$ cat src/rtl/pic_jump_pkg.sv
// Shared constants and types for the bouncing-picture motion controller.
// The bounce counter output is enabled by defining PIC_JUMP_BOUNCE_CNT_EN.
package pic_jump_pkg;

  localparam int COORD_W = 10;
  localparam int EXT_W   = COORD_W + 1;

  localparam logic DIR_POS = 1'b0;
  localparam logic DIR_NEG = 1'b1;

  localparam int H_VALID_DEF = 640;
  localparam int V_VALID_DEF = 480;
  localparam int H_PIC_DEF   = 100;
  localparam int V_PIC_DEF   = 100;

  typedef logic [COORD_W-1:0] coord_t;

  localparam coord_t PIX_INVALID = 10'h3FF;

endpackage

$ cat src/rtl/pic_axis_bounce.sv
// One motion axis: origin register, direction flop and wall reflection.
// hit is combinational and qualifies the move that reflects.
module pic_axis_bounce
  import pic_jump_pkg::*;
#(
  parameter int LIMIT = H_VALID_DEF - H_PIC_DEF,
  parameter int STEP  = 1
) (
  input  logic   sys_clk,
  input  logic   sys_rst_n,
  input  logic   move,
  output coord_t pos,
  output logic   dir,
  output logic   hit
);

  localparam logic [EXT_W-1:0] LIMIT_W = EXT_W'(LIMIT);
  localparam logic [EXT_W-1:0] STEP_W  = EXT_W'(STEP);

  coord_t           r_pos;
  coord_t           w_pos_next;
  coord_t           w_pos_dec;
  logic             r_dir;
  logic             w_dir_next;
  logic             w_hit;
  logic [EXT_W-1:0] w_pos_ext;
  logic [EXT_W-1:0] w_pos_inc;

  // The extra bit keeps pos+STEP from wrapping before the wall compare.
  assign w_pos_ext = {1'b0, r_pos};
  assign w_pos_inc = w_pos_ext + STEP_W;
  assign w_pos_dec = r_pos - COORD_W'(STEP);

  always_comb begin
    w_pos_next = r_pos;
    w_dir_next = r_dir;
    w_hit      = 1'b0;
    if (move) begin
      if (r_dir == DIR_POS) begin
        if (w_pos_inc >= LIMIT_W) begin
          w_pos_next = LIMIT_W[COORD_W-1:0];
          w_dir_next = DIR_NEG;
          w_hit      = 1'b1;
        end else begin
          w_pos_next = w_pos_inc[COORD_W-1:0];
        end
      end else begin
        if (w_pos_ext <= STEP_W) begin
          w_pos_next = '0;
          w_dir_next = DIR_POS;
          w_hit      = 1'b1;
        end else begin
          w_pos_next = w_pos_dec;
        end
      end
    end
  end

  always_ff @(posedge sys_clk) begin
    if (!sys_rst_n) begin
      r_pos <= '0;
      r_dir <= DIR_POS;
    end else begin
      r_pos <= w_pos_next;
      r_dir <= w_dir_next;
    end
  end

  assign pos = r_pos;
  assign dir = r_dir;
  assign hit = w_hit;

endmodule

$ cat src/rtl/pic_jump_ctrl.sv
// Frame-synchronous bouncing-picture controller: origin motion plus ROM read sequencing.
// Optional bounce_cnt output when PIC_JUMP_BOUNCE_CNT_EN is defined.
module pic_jump_ctrl
  import pic_jump_pkg::*;
#(
  parameter int H_VALID   = H_VALID_DEF,
  parameter int V_VALID   = V_VALID_DEF,
  parameter int H_PIC     = H_PIC_DEF,
  parameter int V_PIC     = V_PIC_DEF,
  parameter int PIC_SIZE  = H_PIC_DEF * V_PIC_DEF,
  parameter int ADDR_W    = 14,
  parameter int STEP      = 1,
  parameter int FRAME_DIV = 1
) (
  input  logic               sys_clk,
  input  logic               sys_rst_n,
  input  logic [COORD_W-1:0] pix_x,
  input  logic [COORD_W-1:0] pix_y,
  input  logic               pause,
  output logic [COORD_W-1:0] pic_x,
  output logic [COORD_W-1:0] pic_y,
  output logic               x_dir,
  output logic               y_dir,
  output logic               rom_rd_en,
  output logic [ADDR_W-1:0]  rom_addr,
  output logic               pic_valid,
  output logic               bounce
`ifdef PIC_JUMP_BOUNCE_CNT_EN
  ,
  output logic [15:0]        bounce_cnt
`endif
);

  localparam int               FC_W      = (FRAME_DIV > 1) ? $clog2(FRAME_DIV) : 1;
  localparam logic [FC_W-1:0]  FC_LAST   = FC_W'(FRAME_DIV - 1);
  localparam logic [ADDR_W-1:0] ADDR_LAST = ADDR_W'(PIC_SIZE - 1);
  localparam coord_t           H_LAST    = COORD_W'(H_VALID - 1);
  localparam coord_t           V_LAST    = COORD_W'(V_VALID - 1);

  logic [FC_W-1:0]   r_frame_cnt;
  logic [ADDR_W-1:0] r_addr_cnt;
  logic [ADDR_W-1:0] r_rom_addr;
  logic              r_rom_rd_en;
  logic              r_pic_valid;
  logic              r_bounce;

  logic              w_frame_end;
  logic              w_move;
  logic              w_bounce_next;
  logic              w_in_x;
  logic              w_in_y;
  logic              w_in_win;
  logic [EXT_W-1:0]  w_x_hi;
  logic [EXT_W-1:0]  w_y_hi;
  coord_t            w_pos [2];
  logic [1:0]        w_dir;
  logic [1:0]        w_hit;

  assign w_frame_end = (pix_x == H_LAST) && (pix_y == V_LAST);
  assign w_move      = w_frame_end && !pause && (r_frame_cnt == FC_LAST);

  always_ff @(posedge sys_clk) begin
    if (!sys_rst_n) begin
      r_frame_cnt <= '0;
    end else if (w_frame_end && !pause) begin
      r_frame_cnt <= (r_frame_cnt == FC_LAST) ? '0 : r_frame_cnt + FC_W'(1);
    end
  end

  genvar gi;
  for (gi = 0; gi < 2; gi++) begin : g_axis
    pic_axis_bounce #(
      .LIMIT ((gi == 0) ? (H_VALID - H_PIC) : (V_VALID - V_PIC)),
      .STEP  (STEP)
    ) u_axis (
      .sys_clk   (sys_clk),
      .sys_rst_n (sys_rst_n),
      .move      (w_move),
      .pos       (w_pos[gi]),
      .dir       (w_dir[gi]),
      .hit       (w_hit[gi])
    );
  end

  assign w_bounce_next = |w_hit;

  // Window bounds widened so pic+size-1 never wraps near the far wall.
  assign w_x_hi   = {1'b0, w_pos[0]} + EXT_W'(H_PIC - 1);
  assign w_y_hi   = {1'b0, w_pos[1]} + EXT_W'(V_PIC - 1);
  assign w_in_x   = (pix_x != PIX_INVALID) && (pix_x >= w_pos[0]) && ({1'b0, pix_x} <= w_x_hi);
  assign w_in_y   = (pix_y != PIX_INVALID) && (pix_y >= w_pos[1]) && ({1'b0, pix_y} <= w_y_hi);
  assign w_in_win = w_in_x && w_in_y;

  always_ff @(posedge sys_clk) begin
    if (!sys_rst_n) begin
      r_rom_rd_en <= 1'b0;
      r_rom_addr  <= '0;
      r_addr_cnt  <= '0;
      r_pic_valid <= 1'b0;
      r_bounce    <= 1'b0;
    end else begin
      r_rom_rd_en <= w_in_win;
      r_pic_valid <= r_rom_rd_en;
      r_bounce    <= w_bounce_next;
      if (w_in_win) begin
        r_rom_addr <= r_addr_cnt;
      end
      // Frame restart wins even if the last active pixel is inside the picture.
      if (w_frame_end) begin
        r_addr_cnt <= '0;
      end else if (w_in_win) begin
        r_addr_cnt <= (r_addr_cnt == ADDR_LAST) ? '0 : r_addr_cnt + ADDR_W'(1);
      end
    end
  end

`ifdef PIC_JUMP_BOUNCE_CNT_EN
  logic [15:0] r_bounce_cnt;

  always_ff @(posedge sys_clk) begin
    if (!sys_rst_n) begin
      r_bounce_cnt <= '0;
    end else if (w_bounce_next && (r_bounce_cnt != 16'hFFFF)) begin
      r_bounce_cnt <= r_bounce_cnt + 16'd1;
    end
  end

  assign bounce_cnt = r_bounce_cnt;
`endif

  assign pic_x     = w_pos[0];
  assign pic_y     = w_pos[1];
  assign x_dir     = w_dir[0];
  assign y_dir     = w_dir[1];
  assign rom_rd_en = r_rom_rd_en;
  assign rom_addr  = r_rom_addr;
  assign pic_valid = r_pic_valid;
  assign bounce    = r_bounce;

endmodule

$ cat config.mk
export PLATFORM = sky130hd
export DESIGN_NAME = pic_jump_ctrl
export DESIGN_NICKNAME = d
export VERILOG_FILES = /design/src/rtl/pic_jump_pkg.sv /design/src/rtl/pic_axis_bounce.sv /design/src/rtl/pic_jump_ctrl.sv
export SDC_FILE = /design/constraint.sdc
export NUM_CORES = 1
export LEC_CHECK = 0
export ABC_AREA = 1
export BUFFER_PORTS_ARGS = -buffer_cell sky130_fd_sc_hd__clkbuf_2
export CORE_ASPECT_RATIO = 1.4
export CORE_MARGIN = 5
export CORE_UTILIZATION = 59
export CTS_CLUSTER_DIAMETER = 150
export DETAILED_ROUTE_END_ITERATION = 10
export PLACE_DENSITY = 0.83
export SLEW_MARGIN = 15
export SYNTH_ARGS = -nofsm -noshare
export SYNTH_HDL_FRONTEND = slang
export SYNTH_SLANG_ARGS = --single-unit
export TNS_END_PERCENT = 1
$ cat constraint.sdc
create_clock -name sys_clk -period 3.6 [get_ports sys_clk]
set_input_delay 0.36 -clock sys_clk [delete_from_list [all_inputs] [get_ports sys_clk]]
set_output_delay 0.36 -clock sys_clk [all_outputs]
set_load 0.01 [all_outputs]
Yosys cells after proc, flatten, opt, wreduce, memory -nomap -nowiden. Index checks and enable logic that the tools add are counted.

Bits in registers: 54. Latch bits: 0. Memory bits (writable): 0. ROM bits: 0. Memories kept: 0.

Add/sub/neg operators: 8. $mul: 0. Divide/modulo/power cells: 0. Magnitude comparators: 8. Equality and inequality tests: 5. Shifts and indexed selects: 0. Mux-type cells: 20. Bitwise logic cells: 2. Reduce and logical (&&, ||, !) cells: 11.

Operators by type and width (number): $mux 10 (6); $add 10x1->11 const B (2); $add 10x7->11 const B (2); $le 10x11->1 (2); $ge 10x10->1 (2); $le 10x1->1 const B (2); $ne 10x10->1 const B (2); $sub 10x1->10 const B (2); $add 14x1->14 const B (1); $eq 14x14->1 const B (1); $mux 14 (1); $mux 1 (13); $ge 11x10->1 const B (1); $ge 11x9->1 const B (1); $eq 10x10->1 const B (1); $eq 10x9->1 const B (1); $logic_and 1x1->1 (8); $reduce_or 2->1 (2); $not 1->1 (2); $add 1x1->1 const B (1); $logic_not 1->1 (1).

Longest topological paths before layout.
Word-level depth: 6. Gate-level depth with buffers: 21. Gate-level depth less buffers: 20.

Hierarchy. From an unflattened synthesis, not the netlist that was laid out.

Cells, all modules: 815. Area total of the unflattened synthesis: 5118.7 um^2.

Modules (own cells, without submodules): pic_jump_ctrl (times used 1, cells each 488, area each 3055.4 um^2); pic_axis_bounce (g_axis[0].u_axis) (times used 1, cells each 166, area each 1042.2 um^2); pic_axis_bounce (g_axis[1].u_axis) (times used 1, cells each 161, area each 1021.0 um^2).

Least setup slack after synthesis. OpenSTA, ideal clock, no wires.

Path type: register -> register. Start: reg g_axis[0].u_axis.r_pos[0]. End: reg r_addr_cnt[1]. Setup time: 0.113 ns. Arrival time: 2.712 ns. Slack: 0.775 ns. Cell stages (with the launch flop): 19. Buffers on the path: 1. Period minus slack after synthesis: 2.825 ns. Cells stage by stage: dfxtp_1 clkinv_1 ha_1 inv_1 nand3_2 nand2_1 o21ai_0 xor2_1 ha_1 nand2_1 inv_1 nand4_1 o21ai_0 nor2_1 nand2_2 nand3_4 buf_6 nor2_1 nor2_1.

Cells in the longest elaborated chain, start to end: 4. Elaborated cells on any way between the ends: 6.

Ends and longest elaborated chain: from (decl) (RTL line pic_axis_bounce.sv:20) `coord_t r_pos;`; from (signal assigned) (RTL line pic_axis_bounce.sv:64) `r_pos <= w_pos_next;`; $add 10x7->11 / $ge 10x10->1 (equally long branches) (RTL line pic_jump_ctrl.sv:88, pic_jump_ctrl.sv:90); $le 10x11->1 / $logic_and 1x1->1 (equally long branches) (RTL line pic_jump_ctrl.sv:90) `assign w_in_x = (pix_x != PIX_INVALID) && (pix_x >= w_pos[0]) && ({1'b0, pix_x} <= w_x_hi);`; $logic_and 1x1->1 (*) (RTL line pic_jump_ctrl.sv:90); $logic_and 1x1->1 (*) (RTL line pic_jump_ctrl.sv:92) `assign w_in_win = w_in_x && w_in_y;`; to (signal assigned) (RTL line pic_jump_ctrl.sv:112) `r_addr_cnt <= (r_addr_cnt == ADDR_LAST) ? '0 : r_addr_cnt + ADDR_W'(1);`; to (decl) (RTL line pic_jump_ctrl.sv:41) `logic [ADDR_W-1:0] r_addr_cnt;`.

Mark *: on every way between the ends. The rest lies on a longest branch, timed or not. A chain may end at the register's enable or synchronous reset.

Worst setup path after layout.
Start: reg g_axis[0].u_axis.r_pos[1]. End: reg r_addr_cnt[1].

The elaborated chain is that of the path after synthesis.

==> results.json <==
{
  "drc": 0,
  "fmax_mhz": 320,
  "drt-initial-drc-count": 428,
  "seq_area_sq_um": 1060,
  "rsz0062_at_grt": "false",
  "cap_violations": 0,
  "hold_path_class": "reg2reg",
  "syn_nets": 806,
  "route.vias.total": 5118,
  "ys.flop_type": "dfxtp_1",
  "p_leak_nw": 2.42,
  "wl_microns": 12600,
  "cts_hold_buffers": 0,
  "syn_inst": 736,
  "cts_sinks": 53,
  "path_class": "reg2reg",
  "netlist-cell-type-count": 39,
  "ctsResizeCount": 0,
  "grt_pass1_vias": 4864,
  "clk_pin_slew_ns": 0.09,
  "startpoint_type": "flip-flop",
  "status": "finished, final reports clean",
  "worst_pin_slew_ns": 0.696,
  "setup_viol": 0,
  "die_h_microns": 116,
  "gp_congestion": 0.969,
  "final_antenna_net_count": 0,
  "end_kind": "flip-flop",
  "ios": 62,
  "root_buffer": "clkbuf_8",
  "die_area_sq_um": 10000,
  "gr-total-overflow": 0,
  "min_to": "pic_valid",
  "fillers": 722,
  "period_share_pct": 86.7,
  "detail_route.wl_per_cell_microns": 14.2,
  "max-vdd-ir-drop_v": 0.000215,
  "drive_gt1_share_pct": 14.2,
  "cts.htree.levels": 2,
  "postCtsSetupRepairBufs": 0,
  "p_per_area_nw_per_um2": 219,
  "multi_input_area_sq_um": 3250,
  "grt_antenna_before_repair": 0,
  "io_buffers": 61,
  "nNetsFinal": 853,
  "holdPathStages": 2,
  "slew_headroom_pct": 53.2,
  "clockBufferDepth": 2,
  "fin_setup_tns_ns": 0,
  "hpwl_microns": 9640,
  "reg2reg_depth": 18,
  "cts_tree": "yes",
  "min_from": "rom_rd_en",
  "vias_per_cell": 5.79,
  "finalClockSkew_ns": 0.00943,
  "die_width_microns": 86.1,
  "cp_slowest_cell": "dfxtp_1",
  "slew_violations": 0,
  "timing.critical_path.mode_cell": "nand2_1",
  "syn_area_per_cell_sq_um": 6.49,
  "initial_core_util_pct": 60.9,
  "synth_edf_count": 0,
  "ys_ff_latch": 53,
  "cp.required_ns": 3.84,
  "diodes": 0,
  "rr_startpoint": "g_axis[0].u_axis.pos[1]",
  "grt_usage_pct": 25.7,
  "cp_data_arrival_time_ns": 3.36,
  "yosys_warnings": 0,
  "areaGrowthSynthToFinish_pct": 9.14,
  "critPathMaxFanout": 30,
  "core_sq_um": 7850,
  "reg2reg_slack_ns": 0.48,
  "cp_cell_sequence": "inv_1 > ha_1 > inv_1 > nand3_2 > nand2_1 > o21ai_0 > xor2_1 > ha_1 > nand2_1 > inv_1 > nand4_1 > o21ai_0 > nor2_1 > nand2_2 > nand3_4 > nand2_1 > nand2_1 > nor2_1",
  "rows": 38,
  "slowest_delay_ns": 0.43,
  "grt_pass1_wl_microns": 21200,
  "finish.utilization_pct": 66.5,
  "dpl-instance-area_sq_um": 5100,
  "numCtsBuffers": 5,
  "grt_max_degree": 31,
  "first_pass_iters": 7,
  "synth_area_sq_um": 4780,
  "synthArstFlopShare_pct": 0,
  "period_minus_slack_ns": 3.12,
  "stdcell_area_sq_um": 5220,
  "hold_violations": 0,
  "seq_area_frac_synth_pct": 22.2,
  "reg2reg_to": "r_addr_cnt[1]",
  "clock_latency_ns": 0.31
}
per-layer routing:
metal / up-vias / global-route usage [%] / wire length (microns)
met5: - / 0 / 0
met1: 2307 / 29.7 / 5010
li1: 2541 / - / -
met4: 0 / 12.7 / 459
met2: 218 / 46.0 / 6340
met3: 52 / 3.39 / 776
worst max-delay path, delay by kind of cell (launching register included):
family | cells | cell delay, ns
flops | 1 | 0.43
compound gates | 2 | 0.27
buf+inv | 3 | 0.30
simple gates | 10 | 1.32
xor+xnor | 1 | 0.18
fa+ha+maj | 2 | 0.55
layout by cell type, fill, tap and decap left out, types with 2 or more instances in the layout:
cell type / n
nand2_1: 171
nor2_1: 77
inv_1: 73
a21oi_1: 64
clkbuf_2: 61
dfxtp_1: 53
ha_1: 47
nand4_1: 41
nand3_1: 39
o21ai_0: 37
xor2_1: 32
a31oi_1: 11
nand2_2: 9
nor3_1: 9
inv_2: 7
buf_4: 7
a21oi_2: 6
clkbuf_8: 6
nor2_2: 4
o21bai_1: 4
clkinv_1: 2
xnor2_1: 2
a21o_1: 2
nor2_4: 2
nand2_4: 2
o21ai_1: 2
cell families after synthesis:
kind of cell | synth area share [%]
XOR/XNOR | 6.23
adder cells (fa/ha/maj) | 12.3
flip-flops | 22.2
buffers and inverters | 9.84
AO/OA/AOI/OAI | 14.8
AND/OR/NAND/NOR | 34.7
final cells by class:
class | count | share of cell area, %
Tap cell | 100 | 2.40
Sequential cell | 53 | 20.3
Timing Repair Buffer | 68 | 6.86
Inverter | 82 | 5.90
Multi-Input combinational cell | 573 | 62.3
Clock buffer | 7 | 1.66
Clock inverter | 1 | 0.576
stage by stage:
stage          cells  setup WS (ns)  hold WS (ns)  total power (W)
6_report         884          0.479         0.459          0.00114
5_1_grt          884          0.152         0.487          0.00119
4_1_cts          884          0.501         0.461          0.00115
3_5_place_dp     876          0.530         0.440         0.000735
3_3_place_gp     876          0.637         0.426         0.000731
2_1_floorplan    736          0.775         0.461         0.000696
synthesized netlist by cell type (all sizes together), types with 2 or more instances:
cell type / count / share of area (%)
inv: 80 / 6.3
ha: 47 / 12
a21oi: 70 / 7.8
dfxtp: 53 / 22
o21ai: 39 / 4.1
nand2: 182 / 15
nor2: 84 / 7.5
xor2: 32 / 5.9
xnor2: 2 / 0.37
a21o: 2 / 0.31
nor3: 10 / 1.2
o21bai: 4 / 0.63
nand4: 41 / 5.4
clkinv: 2 / 0.16
clkbuf: 13 / 1.0
buf: 15 / 2.4
a31oi: 11 / 1.4
nand3b: 2 / 0.39
nand3: 41 / 4.7
sequential cells by signal, summed over array words and instances (netlist names):
signal             cells
g_axis.u_axis.dir      2
r_addr_cnt            14
g_axis.u_axis.pos     20
rom_rd_en              1
pic_valid              1
rom_addr              14
bounce                 1
power by group:
part | switching [W] | leakage [nW] | total, W | internal (W)
combinational | 0.0000899 | 1.93 | 0.000135 | 0.0000447
clock | 0.000192 | 0.0585 | 0.000419 | 0.000227
sequential | 0.00000123 | 0.427 | 0.000588 | 0.000587
worst max path at each step:
stage	startpoint	end	slack, ns	cells past startpoint
2_1_floorplan	g_axis[0].u_axis.pos[0]	r_addr_cnt[1]	0.78	18
3_3_place_gp	g_axis[1].u_axis.pos[2]	r_addr_cnt[1]	0.64	15
3_5_place_dp	g_axis[0].u_axis.pos[1]	r_addr_cnt[1]	0.53	18
4_1_cts	g_axis[0].u_axis.pos[1]	r_addr_cnt[1]	0.50	18
5_1_grt	g_axis[0].u_axis.pos[1]	r_addr_cnt[1]	0.15	20
6_report	g_axis[0].u_axis.pos[1]	r_addr_cnt[1]	0.48	18
Power figures use the tool's default switching activity.
